--- src/rtl/dmg_lcd_cap_if.sv ---
// dmg_lcd_cap_if: LCD pin bundle in, captured pixel stream and status out
interface dmg_lcd_cap_if;
  logic       lcd_d0;
  logic       lcd_d1;
  logic       lcd_clk;
  logic       lcd_hsync;
  logic       lcd_vsync;
  logic       lcd_datal;
  logic       pix_we;
  logic [7:0] pix_x;
  logic [7:0] pix_y;
  logic [1:0] pix_data;
  logic       frame_start;
  logic       line_done;
  logic       sync_err;
  modport master (
    output lcd_d0, lcd_d1, lcd_clk, lcd_hsync, lcd_vsync, lcd_datal,
    input  pix_we, pix_x, pix_y, pix_data, frame_start, line_done, sync_err
  );
  modport slave (
    input  lcd_d0, lcd_d1, lcd_clk, lcd_hsync, lcd_vsync, lcd_datal,
    output pix_we, pix_x, pix_y, pix_data, frame_start, line_done, sync_err
  );
endinterface

--- src/rtl/dmg_lcd_cap.sv ---
// dmg_lcd_cap: DMG LCD bus capture into pixel writes; stall watchdog enabled by DMG_LCD_CAP_WATCHDOG_EN
module dmg_lcd_cap #(
  parameter int HPIX     = 160,
  parameter int VPIX     = 144,
  parameter int WDOG_TOP = 4095
) (
  input logic          clk_8m,
  input logic          rst,
  dmg_lcd_cap_if.slave lcd
);
  typedef enum logic [1:0] {IDLE, WAIT_LINE, PIXELS, LINE_END} state_t;
  localparam int D0 = 0, D1 = 1, CK = 2, HS = 3, VS = 4, DL = 5;
  localparam logic [7:0] X_LAST = 8'(HPIX - 1);
  localparam logic [7:0] Y_LAST = 8'(VPIX - 1);
  logic [5:0] w_pins, r_s1, r_s2;
  logic       r_ck3, r_hs3, r_dl3;
  logic       r_clk_fall, r_hs_rise, r_hs_fall, r_hs_lvl, r_vs_lvl, r_dl_rise;
  logic [1:0] r_pd;
  logic       w_clk_ev;
  state_t     r_state;
`ifdef DMG_LCD_CAP_WATCHDOG_EN
  localparam int WW = $clog2(WDOG_TOP + 1);
  logic [WW-1:0] r_wdog;
  logic          r_clk_edge;
  logic          w_wdog_clr;
  assign w_wdog_clr = r_clk_edge | r_hs_rise | r_hs_fall;
`endif
  assign w_pins   = {lcd.lcd_datal, lcd.lcd_vsync, lcd.lcd_hsync, lcd.lcd_clk, lcd.lcd_d1, lcd.lcd_d0};
  assign w_clk_ev = r_clk_fall & ~r_hs_lvl;

  // two-flop synchronizer, then registered edge pulses, levels and data all taken from stage two
  always_ff @(posedge clk_8m) begin
    if (rst) begin
      r_s1       <= '0;
      r_s2       <= '0;
      r_ck3      <= 1'b0;
      r_hs3      <= 1'b0;
      r_dl3      <= 1'b0;
      r_clk_fall <= 1'b0;
      r_hs_rise  <= 1'b0;
      r_hs_fall  <= 1'b0;
      r_hs_lvl   <= 1'b0;
      r_vs_lvl   <= 1'b0;
      r_dl_rise  <= 1'b0;
      r_pd       <= '0;
`ifdef DMG_LCD_CAP_WATCHDOG_EN
      r_clk_edge <= 1'b0;
`endif
    end else begin
      r_s1       <= w_pins;
      r_s2       <= r_s1;
      r_ck3      <= r_s2[CK];
      r_hs3      <= r_s2[HS];
      r_dl3      <= r_s2[DL];
      r_clk_fall <= r_ck3 & ~r_s2[CK];
      r_hs_rise  <= ~r_hs3 & r_s2[HS];
      r_hs_fall  <= r_hs3 & ~r_s2[HS];
      r_hs_lvl   <= r_s2[HS];
      r_vs_lvl   <= r_s2[VS];
      r_dl_rise  <= ~r_dl3 & r_s2[DL];
      r_pd       <= ~r_s2[D1:D0];
`ifdef DMG_LCD_CAP_WATCHDOG_EN
      r_clk_edge <= r_ck3 ^ r_s2[CK];
`endif
    end
  end

  // line/frame sequencer; a new line (hsync rise) after a short or full line restarts at the next row
  always_ff @(posedge clk_8m) begin
    if (rst) begin
      r_state         <= IDLE;
      lcd.pix_we      <= 1'b0;
      lcd.pix_x       <= '0;
      lcd.pix_y       <= '0;
      lcd.pix_data    <= '0;
      lcd.frame_start <= 1'b0;
      lcd.line_done   <= 1'b0;
      lcd.sync_err    <= 1'b0;
`ifdef DMG_LCD_CAP_WATCHDOG_EN
      r_wdog          <= '0;
`endif
    end else begin
      lcd.pix_we      <= 1'b0;
      lcd.frame_start <= 1'b0;
      lcd.line_done   <= r_dl_rise && r_state != IDLE;
      if (r_hs_rise && (r_state == PIXELS || r_state == LINE_END)) begin
        if (r_state == PIXELS) lcd.sync_err <= 1'b1;
        if (r_vs_lvl) begin
          lcd.pix_y       <= '0;
          lcd.frame_start <= 1'b1;
          r_state         <= WAIT_LINE;
        end else if (lcd.pix_y == Y_LAST) begin
          lcd.sync_err <= 1'b1;
          r_state      <= IDLE;
        end else begin
          lcd.pix_y <= lcd.pix_y + 8'd1;
          r_state   <= WAIT_LINE;
        end
      end else begin
        case (r_state)
          IDLE:
            if (r_hs_rise && r_vs_lvl) begin
              lcd.pix_y       <= '0;
              lcd.frame_start <= 1'b1;
              r_state         <= WAIT_LINE;
            end
          WAIT_LINE:
            if (r_hs_fall) begin
              lcd.pix_x <= '0;
              r_state   <= PIXELS;
            end else if (w_clk_ev) lcd.sync_err <= 1'b1;
          PIXELS:
            if (w_clk_ev) begin
              lcd.pix_we   <= 1'b1;
              lcd.pix_data <= r_pd;
              if (lcd.pix_x == X_LAST) r_state <= LINE_END;
            end else if (lcd.pix_we) lcd.pix_x <= lcd.pix_x + 8'd1;
          LINE_END:
            if (w_clk_ev) lcd.sync_err <= 1'b1;
        endcase
      end
`ifdef DMG_LCD_CAP_WATCHDOG_EN
      r_wdog <= (w_wdog_clr || r_state == IDLE) ? '0 : r_wdog + 1'b1;
      if (r_state != IDLE && r_wdog == WW'(WDOG_TOP)) begin
        lcd.sync_err <= 1'b1;
        r_state      <= IDLE;
        r_wdog       <= '0;
      end
`endif
    end
  end
endmodule
--- src/flat_wrapper.sv ---
// flat-port wrapper written by rule: the top's interface ports become plain ports
module dmg_lcd_cap_flat 
#(
  parameter int HPIX     = 160,
  parameter int VPIX     = 144,
  parameter int WDOG_TOP = 4095
)
  (clk_8m, rst, lcd_lcd_d0, lcd_lcd_d1, lcd_lcd_clk, lcd_lcd_hsync, lcd_lcd_vsync, lcd_lcd_datal, lcd_pix_we, lcd_pix_x, lcd_pix_y, lcd_pix_data, lcd_frame_start, lcd_line_done, lcd_sync_err);
  dmg_lcd_cap_if lcd_i ();
  input logic clk_8m;
  input logic rst;
  input wire logic [$bits(lcd_i.lcd_d0)-1:0] lcd_lcd_d0;
  input wire logic [$bits(lcd_i.lcd_d1)-1:0] lcd_lcd_d1;
  input wire logic [$bits(lcd_i.lcd_clk)-1:0] lcd_lcd_clk;
  input wire logic [$bits(lcd_i.lcd_hsync)-1:0] lcd_lcd_hsync;
  input wire logic [$bits(lcd_i.lcd_vsync)-1:0] lcd_lcd_vsync;
  input wire logic [$bits(lcd_i.lcd_datal)-1:0] lcd_lcd_datal;
  output wire logic [$bits(lcd_i.pix_we)-1:0] lcd_pix_we;
  output wire logic [$bits(lcd_i.pix_x)-1:0] lcd_pix_x;
  output wire logic [$bits(lcd_i.pix_y)-1:0] lcd_pix_y;
  output wire logic [$bits(lcd_i.pix_data)-1:0] lcd_pix_data;
  output wire logic [$bits(lcd_i.frame_start)-1:0] lcd_frame_start;
  output wire logic [$bits(lcd_i.line_done)-1:0] lcd_line_done;
  output wire logic [$bits(lcd_i.sync_err)-1:0] lcd_sync_err;
  assign lcd_i.lcd_d0 = lcd_lcd_d0;
  assign lcd_i.lcd_d1 = lcd_lcd_d1;
  assign lcd_i.lcd_clk = lcd_lcd_clk;
  assign lcd_i.lcd_hsync = lcd_lcd_hsync;
  assign lcd_i.lcd_vsync = lcd_lcd_vsync;
  assign lcd_i.lcd_datal = lcd_lcd_datal;
  assign lcd_pix_we = lcd_i.pix_we;
  assign lcd_pix_x = lcd_i.pix_x;
  assign lcd_pix_y = lcd_i.pix_y;
  assign lcd_pix_data = lcd_i.pix_data;
  assign lcd_frame_start = lcd_i.frame_start;
  assign lcd_line_done = lcd_i.line_done;
  assign lcd_sync_err = lcd_i.sync_err;
  dmg_lcd_cap #(.HPIX(HPIX), .VPIX(VPIX), .WDOG_TOP(WDOG_TOP)) u_core (.clk_8m(clk_8m), .rst(rst), .lcd(lcd_i));
endmodule
--- config.mk ---
export PLATFORM = sky130hd
export DESIGN_NAME = dmg_lcd_cap_flat
export DESIGN_NICKNAME = d
export VERILOG_FILES = /design/src/rtl/dmg_lcd_cap_if.sv /design/src/rtl/dmg_lcd_cap.sv /design/src/flat_wrapper.sv
export SDC_FILE = /design/constraint.sdc
export NUM_CORES = 1
export LEC_CHECK = 0
export BUFFER_PORTS_ARGS = -buffer_cell sky130_fd_sc_hd__buf_2
export CORE_MARGIN = 2
export CORE_UTILIZATION = 30
export CTS_CLUSTER_SIZE = 28
export DETAILED_ROUTE_END_ITERATION = 12
export SYNTH_ARGS = -nofsm -noshare
export SYNTH_HDL_FRONTEND = slang
export SYNTH_SLANG_ARGS = --single-unit
export TNS_END_PERCENT = 100
--- constraint.sdc ---
create_clock -name clk_8m -period 4 [get_ports clk_8m]
set_clock_uncertainty 0.05 [all_clocks]
set_input_delay 0.4 -clock clk_8m [delete_from_list [all_inputs] [get_ports clk_8m]]
set_output_delay 0.4 -clock clk_8m [all_outputs]
set_load 0.01 [all_outputs]
==> results.yml, run 1 <==
route:
  via_count: 1341
  antenna_left: 0
  firstDrtPassIters: 4
  drc_errors: 0
  first_iter_violations: 87
  routedWlPerCell_um: 11.3
  via_per_inst: 4.64
  totalWireLength_um: 3270
logic_synthesis:
  ys_seq_area_frac: 0.510
  ys_ff_latch: 46
  synthArstFlopShare: 0
  synth-edff-count: 0
  synth.distinct_cells: 43
  synth_ff_type: "dfxtp_1"
  synth.avg_cell_area_sq_um: 9.86
  synth_cells: 183
  yosysWarningCount: 0
  syn_area_sq_mm: 0.00180
  synth_nets: 197
critical_path:
  crit_path_end_kind: "flop"
  cp_data_required_time_ns: 4.11
  crit_arrival_ns: 2.59
  start_kind: "flop"
  path_max_fanout: 9
  path_class: "flop to flop"
clocking:
  post-cts-setup-buffers: 0
  root_buffer: "clkbuf_8"
  path_clk_slew_ns: 0.08
  cts_tree: "yes"
  clkLatencyLatePin_ns: 0.30
  cts-resized-gates: 0
  cts_buffers: 5
  cts-htree-levels: 2
  ctsHoldBuffers: 0
  ctsLongestPathBuffers: 2
  clock_sinks: 46
power_and_ir_drop:
  peakVddDrop_mv: 0.176
  p_sw_frac: 0.235
  p_switching_w: 0.000212
  powerDensity_mw_per_mm2: 428
  power.internal_w: 0.000691
  p_total_w: 0.000903
  leakage_nw: 0.832
  p_comb_frac: 0.090
  seq_power_share: 0.535
  clkPwrFrac: 0.375
placement:
  place_ws_ns: 1.50
  placedInstanceArea_sq_mm: 0.00200
  io_buffers: 29
  hpwl_um: 2290
  globalplace.congestion: 0.817
job:
  timing.max_cap.violations: 0
sta:
  slew-limit-headroom: 0.587
  slew_viol_final: 0
  fin_ws_ns: 1.52
  worst_pin_slew_ns: 0.618
  grt_setup_unrepaired: "no"
  setup_violations: 0
  period_minus_slack_ns: 2.48
  clock.fmax_mhz: 404
  min_period_over_period: 0.619
  hold_viol: 0
  fin_tns_setup_ns: 0
global_route:
  grt_max_degree: 32
  grt_usage: 0.111
  antenna_found_initial: 0
  overflow: 0
  grt_pass1_wl_um: 5560
  grt_pass1_vias: 1250
final_layout:
  n_antenna_cell: 0
  syn_to_final_growth_pct: 17.0
  final_layout_size_suffix_gt1_frac: 0.178
  final_area_sq_mm: 0.00211
  fillers: 621
  nNetsFinal: 227
floorplan:
  rows: 28
  die_h_um: 81.6
  io_pins: 30
  design.die.area_sq_mm: 0.00665
  core_area_sq_mm: 0.00585
  start_util: 0.308
  die_w_um: 81.6
status:
  outcome: "finished clean"
worst_hold_path:
  hold_class: "input port to flop"
[sequential cells by signal, summed over array words and instances (netlist names), 2 cells and up]
name	cells
u_core.r_state	2
u_core.r_s2	6
u_core.r_s1	6
u_core.lcd.pix_x	8
u_core.r_pd	2
u_core.lcd.pix_data	2
u_core.lcd.pix_y	8
[per-layer routing]
metal	vias to the layer above	GRT usage	wire [um]
met5	-	0	0
met4	0	0.0847	102
met3	8	0.0308	116
met2	22	0.161	1450
met1	606	0.138	1600
li1	705	-	-
[worst max-delay path, cell delays in order (launching register included)]
cell      delay [ns]
dfxtp_1         0.38
inv_1           0.09
ha_1            0.32
o21ai_4         0.25
nand2_2         0.11
or3_1           0.47
o21bai_1        0.56
nor2_1          0.12
[logic make-up after synthesis]
group | Yosys count | share of synthesized area
XOR/XNOR | 9 | 0.0437
adder cells (fa/ha/maj) | 6 | 0.0416
AND/OR/NAND/NOR | 78 | 0.241
buffers and inverters | 9 | 0.0277
multiplexers | 1 | 0.00555
flip-flops | 46 | 0.510
AO/OA/AOI/OAI | 34 | 0.130
[cell usage after synthesis (4+ instances only)]
master    number  share of area
nor2b_1       19          0.066
a211oi_1       4          0.017
nand2_1        8          0.017
a21oi_1        8          0.022
o21ai_0        7          0.019
dfxtp_1       46           0.51
ha_1           6          0.042
nor2_1        19          0.040
xor2_1         6          0.029
[cell usage in the layout (no fill, tap or decap), types with 4 or more instances in the layout]
| master | count |
|---|---|
| a211oi_1 | 4 |
| a21oi_1 | 8 |
| buf_2 | 29 |
| clkbuf_8 | 5 |
| dfxtp_1 | 46 |
| ha_1 | 6 |
| nand2_1 | 8 |
| nor2_1 | 19 |
| nor2b_1 | 19 |
| o21ai_0 | 7 |
| xor2_1 | 6 |
[final cells by class]
| class | count | area, sq um | area share |
|---|---|---|---|
| clock buffer | 7 | 76.3 | 0.0362 |
| tap | 75 | 93.8 | 0.0445 |
| inverter | 3 | 11.3 | 0.00533 |
| multi-input combinational | 128 | 833 | 0.395 |
| timing repair buffer | 29 | 145 | 0.0688 |
| sequential | 46 | 921 | 0.436 |
| clock inverter | 1 | 30.0 | 0.0142 |
[power by group through the flow]
stage / logic (W) / registers [W] / clock network [W]
after floorplan: 0.0000666 / 0.000493 / 0
after global placement: 0.0000810 / 0.000493 / 0
after detailed placement: 0.0000809 / 0.000494 / 0
after CTS: 0.0000815 / 0.000483 / 0.000349
after global routing: 0.0000924 / 0.000486 / 0.000374
final: 0.0000815 / 0.000483 / 0.000339
[final timing paths]
check | slack (ns) | depth (start not counted) | to | start
setup / recovery | 1.52 | 7 | u_core.lcd.pix_x[1] | u_core.r_state[0]
hold / removal | 0.25 | 2 | u_core.r_s1[1] | lcd_lcd_d1
setup reg to reg | 1.52 | 7 | u_core.lcd.pix_x[1] | u_core.r_state[0]
hold reg to reg | 0.32 | 1 | u_core.r_pd[1] | u_core.r_s2[1]
[through the flow]
| stage | utilization | cells | hold WS [ns] |
|---|---|---|---|
| finish | 0.361 | 289 | 0.253 |
| detailed placement | 0.343 | 281 | 0.322 |
| global route | 0.361 | 289 | 0.244 |
| CTS | 0.361 | 289 | 0.243 |
| global placement | 0.343 | 281 | 0.315 |
| floorplan | - | 183 | 0.313 |
(Power assumes the default switching activity.)
==> run 2, diff against run 1 <==
==> constraint.sdc (replaced) <==
create_clock -name clk_8m -period 2.2 [get_ports clk_8m]
set_clock_uncertainty 0.05 [all_clocks]
set_input_delay 0.22 -clock clk_8m [delete_from_list [all_inputs] [get_ports clk_8m]]
set_output_delay 0.22 -clock clk_8m [all_outputs]
set_load 0.01 [all_outputs]
==> run 2 against run 1 <==
Compared with the run above: worst setup slack lost 1.4 ns; sequential power grew 82%; combinational power increased by 120%; sequential share of layout area shrank 1.1 points; core utilization grew 1.2 points; hold slack lost 0.17 ns; global-route usage increased by 0.52 points; maximum frequency up 22%; critical path depth decreased by 1; sequential cell count stayed put; cell area grew 3.3%; via count grew 4.4%; critical endpoint is now u_core.lcd.pix_x[5]; largest cell class unchanged; largest power group unchanged.
==> results.yml, run 2 (synthesis gave the netlist of run 1 again) <==
route:
  via_count: 1400
  first_iter_violations: 127
  totalWireLength_um: 3470
  via_per_inst: 4.68
  routedWlPerCell_um: 11.6
  firstDrtPassIters: 4
  drc_errors: 0
  antenna_left: 0
final_layout:
  final_area_sq_mm: 0.00218
  final_common_cell: "dfxtp_1"
  final_layout_size_suffix_gt1_frac: 0.237
  n_antenna_cell: 0
  fillers: 597
  final_cell_mix: "dfxtp_1, buf_2, nor2_1, nor2b_1, buf_4"
  reg_top3: "u_core.lcd.pix_x: 8 flops, u_core.lcd.pix_y: 8 flops"
  syn_to_final_growth_pct: 20.8
  nNetsFinal: 238
sta:
  slew-limit-headroom: 0.759
  period_minus_slack_ns: 2.04
  setup_violations: 0
  min_period_over_period: 0.927
  worst_pin_slew_ns: 0.353
  grt_setup_unrepaired: "no"
  fin_tns_setup_ns: 0
  hold_viol: 0
  clock.fmax_mhz: 491
  slew_viol_final: 0
status:
  outcome: "finished clean"
job:
  timing.max_cap.violations: 0
clocking:
  clkLatencyLatePin_ns: 0.29
  path_clk_slew_ns: 0.08
  post-cts-setup-buffers: 0
  root_buffer: "clkbuf_8"
  cts-resized-gates: 1
  cts_buffers: 5
  cts-htree-levels: 2
  ctsLongestPathBuffers: 2
  cts_tree: "yes"
  ctsHoldBuffers: 0
  clock_sinks: 46
global_route:
  grt_max_degree: 23
  grt_usage: 0.116
  antenna_found_initial: 0
  grt_pass1_wl_um: 5900
  grt_pass1_vias: 1325
  overflow: 0
critical_path:
  cp_cell_sequence: "inv_1 -> ha_2 -> a21boi_1 -> or3_4 -> or4_1 -> a21oi_1"
  crit_path_end_kind: "flop"
  path_delay_family: "simple AND/OR/NAND/NOR gates"
  path_max_fanout: 8
  slowest_stage: "or4_1"
  path_class: "flop to flop"
  cp_data_required_time_ns: 2.38
  start_kind: "flop"
  crit_arrival_ns: 2.22
  cp_slowest_stage_delay_ns: 0.50
  crit_buf_inv: 1
floorplan:
  start_util: 0.308
  design.die.area_sq_mm: 0.00665
  core_area_sq_mm: 0.00585
  die_h_um: 81.6
  io_pins: 30
  rows: 28
  die_w_um: 81.6
power_and_ir_drop:
  leakage_nw: 0.872
  p_switching_w: 0.000387
  p_sw_frac: 0.250
  peakVddDrop_mv: 0.299
  clkPwrFrac: 0.316
  p_comb_frac: 0.116
  powerDensity_mw_per_mm2: 709
  power.internal_w: 0.00116
  seq_power_share: 0.568
placement:
  placedInstanceArea_sq_mm: 0.00209
  io_buffers: 29
  hpwl_um: 2430
  globalplace.congestion: 0.827
worst_hold_path:
  hold_class: "input port to flop"
-- run 2: final cells by class --
type / instances / area (sq um) / share of cell area
Clock buffer: 6 / 72.6 / 0.0333
Timing Repair Buffer: 40 / 228 / 0.104
Tap cell: 75 / 93.8 / 0.0431
Inverter: 3 / 11.3 / 0.00517
Sequential cell: 46 / 926 / 0.425
Clock inverter: 1 / 7.51 / 0.00344
Multi-Input combinational cell: 128 / 841 / 0.386
-- run 2: through the flow --
step	cells	power, W	setup slack, ns	util	hold WS [ns]
final	299	0.00155	0.162	0.373	0.0795
after global routing	299	0.00164	0.00857	0.373	0.0733
after CTS	299	0.00157	0.0570	0.371	0.0690
after detailed placement	292	0.00107	0.0135	0.357	0.317
after global placement	292	0.00107	0.0725	0.357	0.315
after floorplan	183	0.00102	0.0159	-	0.250
-- run 2: power groups by stage --
stage | logic (W) | clock network, W | registers, W
floorplan | 0.000121 | 0 | 0.000897
detailed placement | 0.000172 | 0 | 0.000898
finish | 0.000179 | 0.000488 | 0.000878
global placement | 0.000170 | 0 | 0.000896
global route | 0.000200 | 0.000554 | 0.000882
CTS | 0.000174 | 0.000516 | 0.000878
-- run 2: metal layers --
metal | GRT usage | share of wire | up-vias | wire (um)
met5 | 0 | 0 | - | 0
li1 | - | - | 724 | -
met2 | 0.181 | 0.46 | 27 | 1610
met3 | 0.0264 | 0.032 | 6 | 110
met4 | 0.0627 | 0.015 | 0 | 52
met1 | 0.147 | 0.49 | 643 | 1710
-- run 2: final timing paths --
path,startpoint,cells past startpoint,slack [ns],end
worst min-delay path,lcd_lcd_d0,2,0.08,u_core.r_s1[0]
worst min register to register,u_core.r_s2[1],1,0.33,u_core.r_pd[1]
worst max-delay path,u_core.r_state[0],6,0.16,u_core.lcd.pix_x[5]
worst max register to register,u_core.r_state[0],6,0.16,u_core.lcd.pix_x[5]
==> run 3, diff against run 2 <==
--- a/config.mk
+++ b/config.mk
@@ -10,6 +10,7 @@
 export CORE_UTILIZATION = 30
 export CTS_CLUSTER_SIZE = 28
 export DETAILED_ROUTE_END_ITERATION = 12
+export REMOVE_ABC_BUFFERS = 1
 export SYNTH_ARGS = -nofsm -noshare
 export SYNTH_HDL_FRONTEND = slang
 export SYNTH_SLANG_ARGS = --single-unit
==> constraint.sdc (replaced) <==
create_clock -name clk_8m -period 2.2 [get_ports clk_8m]
set_clock_uncertainty 0.05 [all_clocks]
set_input_delay 0.22 -clock clk_8m [delete_from_list [all_inputs] [get_ports clk_8m]]
set_output_delay 0.22 -clock clk_8m [all_outputs]
set_load 0.005 [all_outputs]
==> run 3 against run 2 <==
Compared with the run above: hold slack barely moved; wire length fell by 0.84%; clock power rose by 27%; sequential cell count did not move; via count rose by 1.5%; critical path type unchanged; core utilization rose by 0.58 points.
==> results.yml, run 3 (synthesis gave the netlist of run 1 again) <==
sta:
  grt_setup_unrepaired: "no"
  setup_violations: 0
  hold_viol: 0
  slew-limit-headroom: 0.736
  worst_pin_slew_ns: 0.385
  worst_hold_slack_ns: 0.0796
  clock.fmax_mhz: 476
  min_period_over_period: 0.954
  slew_viol_final: 0
  fin_ws_ns: 0.100
  period_minus_slack_ns: 2.10
  fin_tns_setup_ns: 0
route:
  drc_errors: 0
  routedWlPerCell_um: 11.4
  via_per_inst: 4.72
  firstDrtPassIters: 4
  first_iter_violations: 68
  antenna_left: 0
  totalWireLength_um: 3440
  via_count: 1421
global_route:
  overflow: 0
  grt_max_degree: 31
  antenna_found_initial: 0
  grt_pass1_wl_um: 5890
  grt_usage: 0.115
  grt_pass1_vias: 1294
final_layout:
  final_common_cell: "dfxtp_1"
  final_layout_size_suffix_gt1_frac: 0.239
  final_cell_mix: "dfxtp_1, buf_2, nor2_1, nor2b_1, buf_4"
  nNetsFinal: 239
  fillers: 597
  syn_to_final_growth_pct: 22.7
  n_antenna_cell: 0
  reg_top3: "u_core.lcd.pix_x: 8 flops, u_core.lcd.pix_y: 8 flops"
  final_area_sq_mm: 0.00221
placement:
  placedInstanceArea_sq_mm: 0.00209
  hpwl_um: 2470
  io_buffers: 29
  globalplace.congestion: 0.833
  place_ws_ns: -0.0197
worst_hold_path:
  hold_class: "input port to flop"
job:
  timing.max_cap.violations: 0
floorplan:
  design.die.area_sq_mm: 0.00665
  die_h_um: 81.6
  rows: 28
  die_w_um: 81.6
  start_util: 0.308
  core_area_sq_mm: 0.00585
  io_pins: 30
critical_path:
  start_kind: "flop"
  cp_data_required_time_ns: 2.38
  path_max_fanout: 7
  path_class: "flop to flop"
  crit_path_end_kind: "flop"
  crit_arrival_ns: 2.28
power_and_ir_drop:
  leakage_nw: 0.890
  powerDensity_mw_per_mm2: 757
  peakVddDrop_mv: 0.482
  p_total_w: 0.00167
clocking:
  cts_tree: "yes"
  cts_buffers: 5
  clock_sinks: 46
  ctsLongestPathBuffers: 2
  root_buffer: "clkbuf_8"
  clkLatencyLatePin_ns: 0.29
  path_clk_slew_ns: 0.09
  ctsHoldBuffers: 0
  cts-htree-levels: 2
status:
  outcome: "finished clean"
==> run 3: changes by cell type in the layout (fill, tap and decap cells not counted) <==
cell	change
buf_4	+1
bufinv_16	+1
dfxtp_1	+1
dfxtp_4	-1
==> run 3: final timing paths <==
kind | from | endpoint | slack [ns] | depth (start not counted)
min reg2reg | u_core.r_dl3 | u_core.r_dl_rise | 0.32 | 1
min | lcd_lcd_clk | u_core.r_s1[2] | 0.08 | 2
max reg2reg | u_core.r_state[0] | u_core.lcd.pix_x[7] | 0.10 | 7
max | u_core.r_state[0] | u_core.lcd.pix_x[7] | 0.10 | 7
==> run 3: timing repair <==
action / 4_1_cts / 5_1_grt
gates resized for setup: 1 / 2
setup buffers: 0 / 0
endpoints found under the setup margin: 2 / 3
==> run 3: per-stage QoR <==
step | utilization | std cells
finish | 0.378 | 301
global route | 0.378 | 301
CTS | 0.377 | 301
detailed placement | 0.358 | 293
global placement | 0.358 | 293
floorplan | - | 177
==> run 3: per-layer routing <==
layer  up-vias  global-route usage  wire, um
met5         -                   0         0
met4         0              0.0508        55
met3         5              0.0341       151
met2        28               0.172      1560
met1       659               0.153      1670
li1        729                   -         -
==> run 3: layout make-up <==
| type | instances | area, sq um | share of cell area |
|---|---|---|---|
| Multi-Input combinational cell | 128 | 841 | 0.380 |
| Tap cell | 75 | 93.8 | 0.0424 |
| Timing Repair Buffer | 41 | 235 | 0.106 |
| Sequential cell | 46 | 922 | 0.417 |
| Inverter | 3 | 11.3 | 0.00509 |
| Clock inverter | 2 | 37.5 | 0.0170 |
| Clock buffer | 6 | 72.6 | 0.0328 |
==> run 3: worst max-delay path, cell delays in order, from the launching register on <==
cell and delay [ns]:
dfxtp_1 0.38, inv_1 0.09, ha_2 0.24, o21ai_4 0.18, nand2_2 0.08, or3_4 0.36
or4b_1 0.51, a21oi_1 0.15
==> run 3: power by group <==
group	leakage [nW]	switching (W)	internal (W)	total, W
clock network	0.0514	0.000280	0.000339	0.000619
logic	0.463	0.0000964	0.0000816	0.000178
registers	0.375	0.0000185	0.000859	0.000878
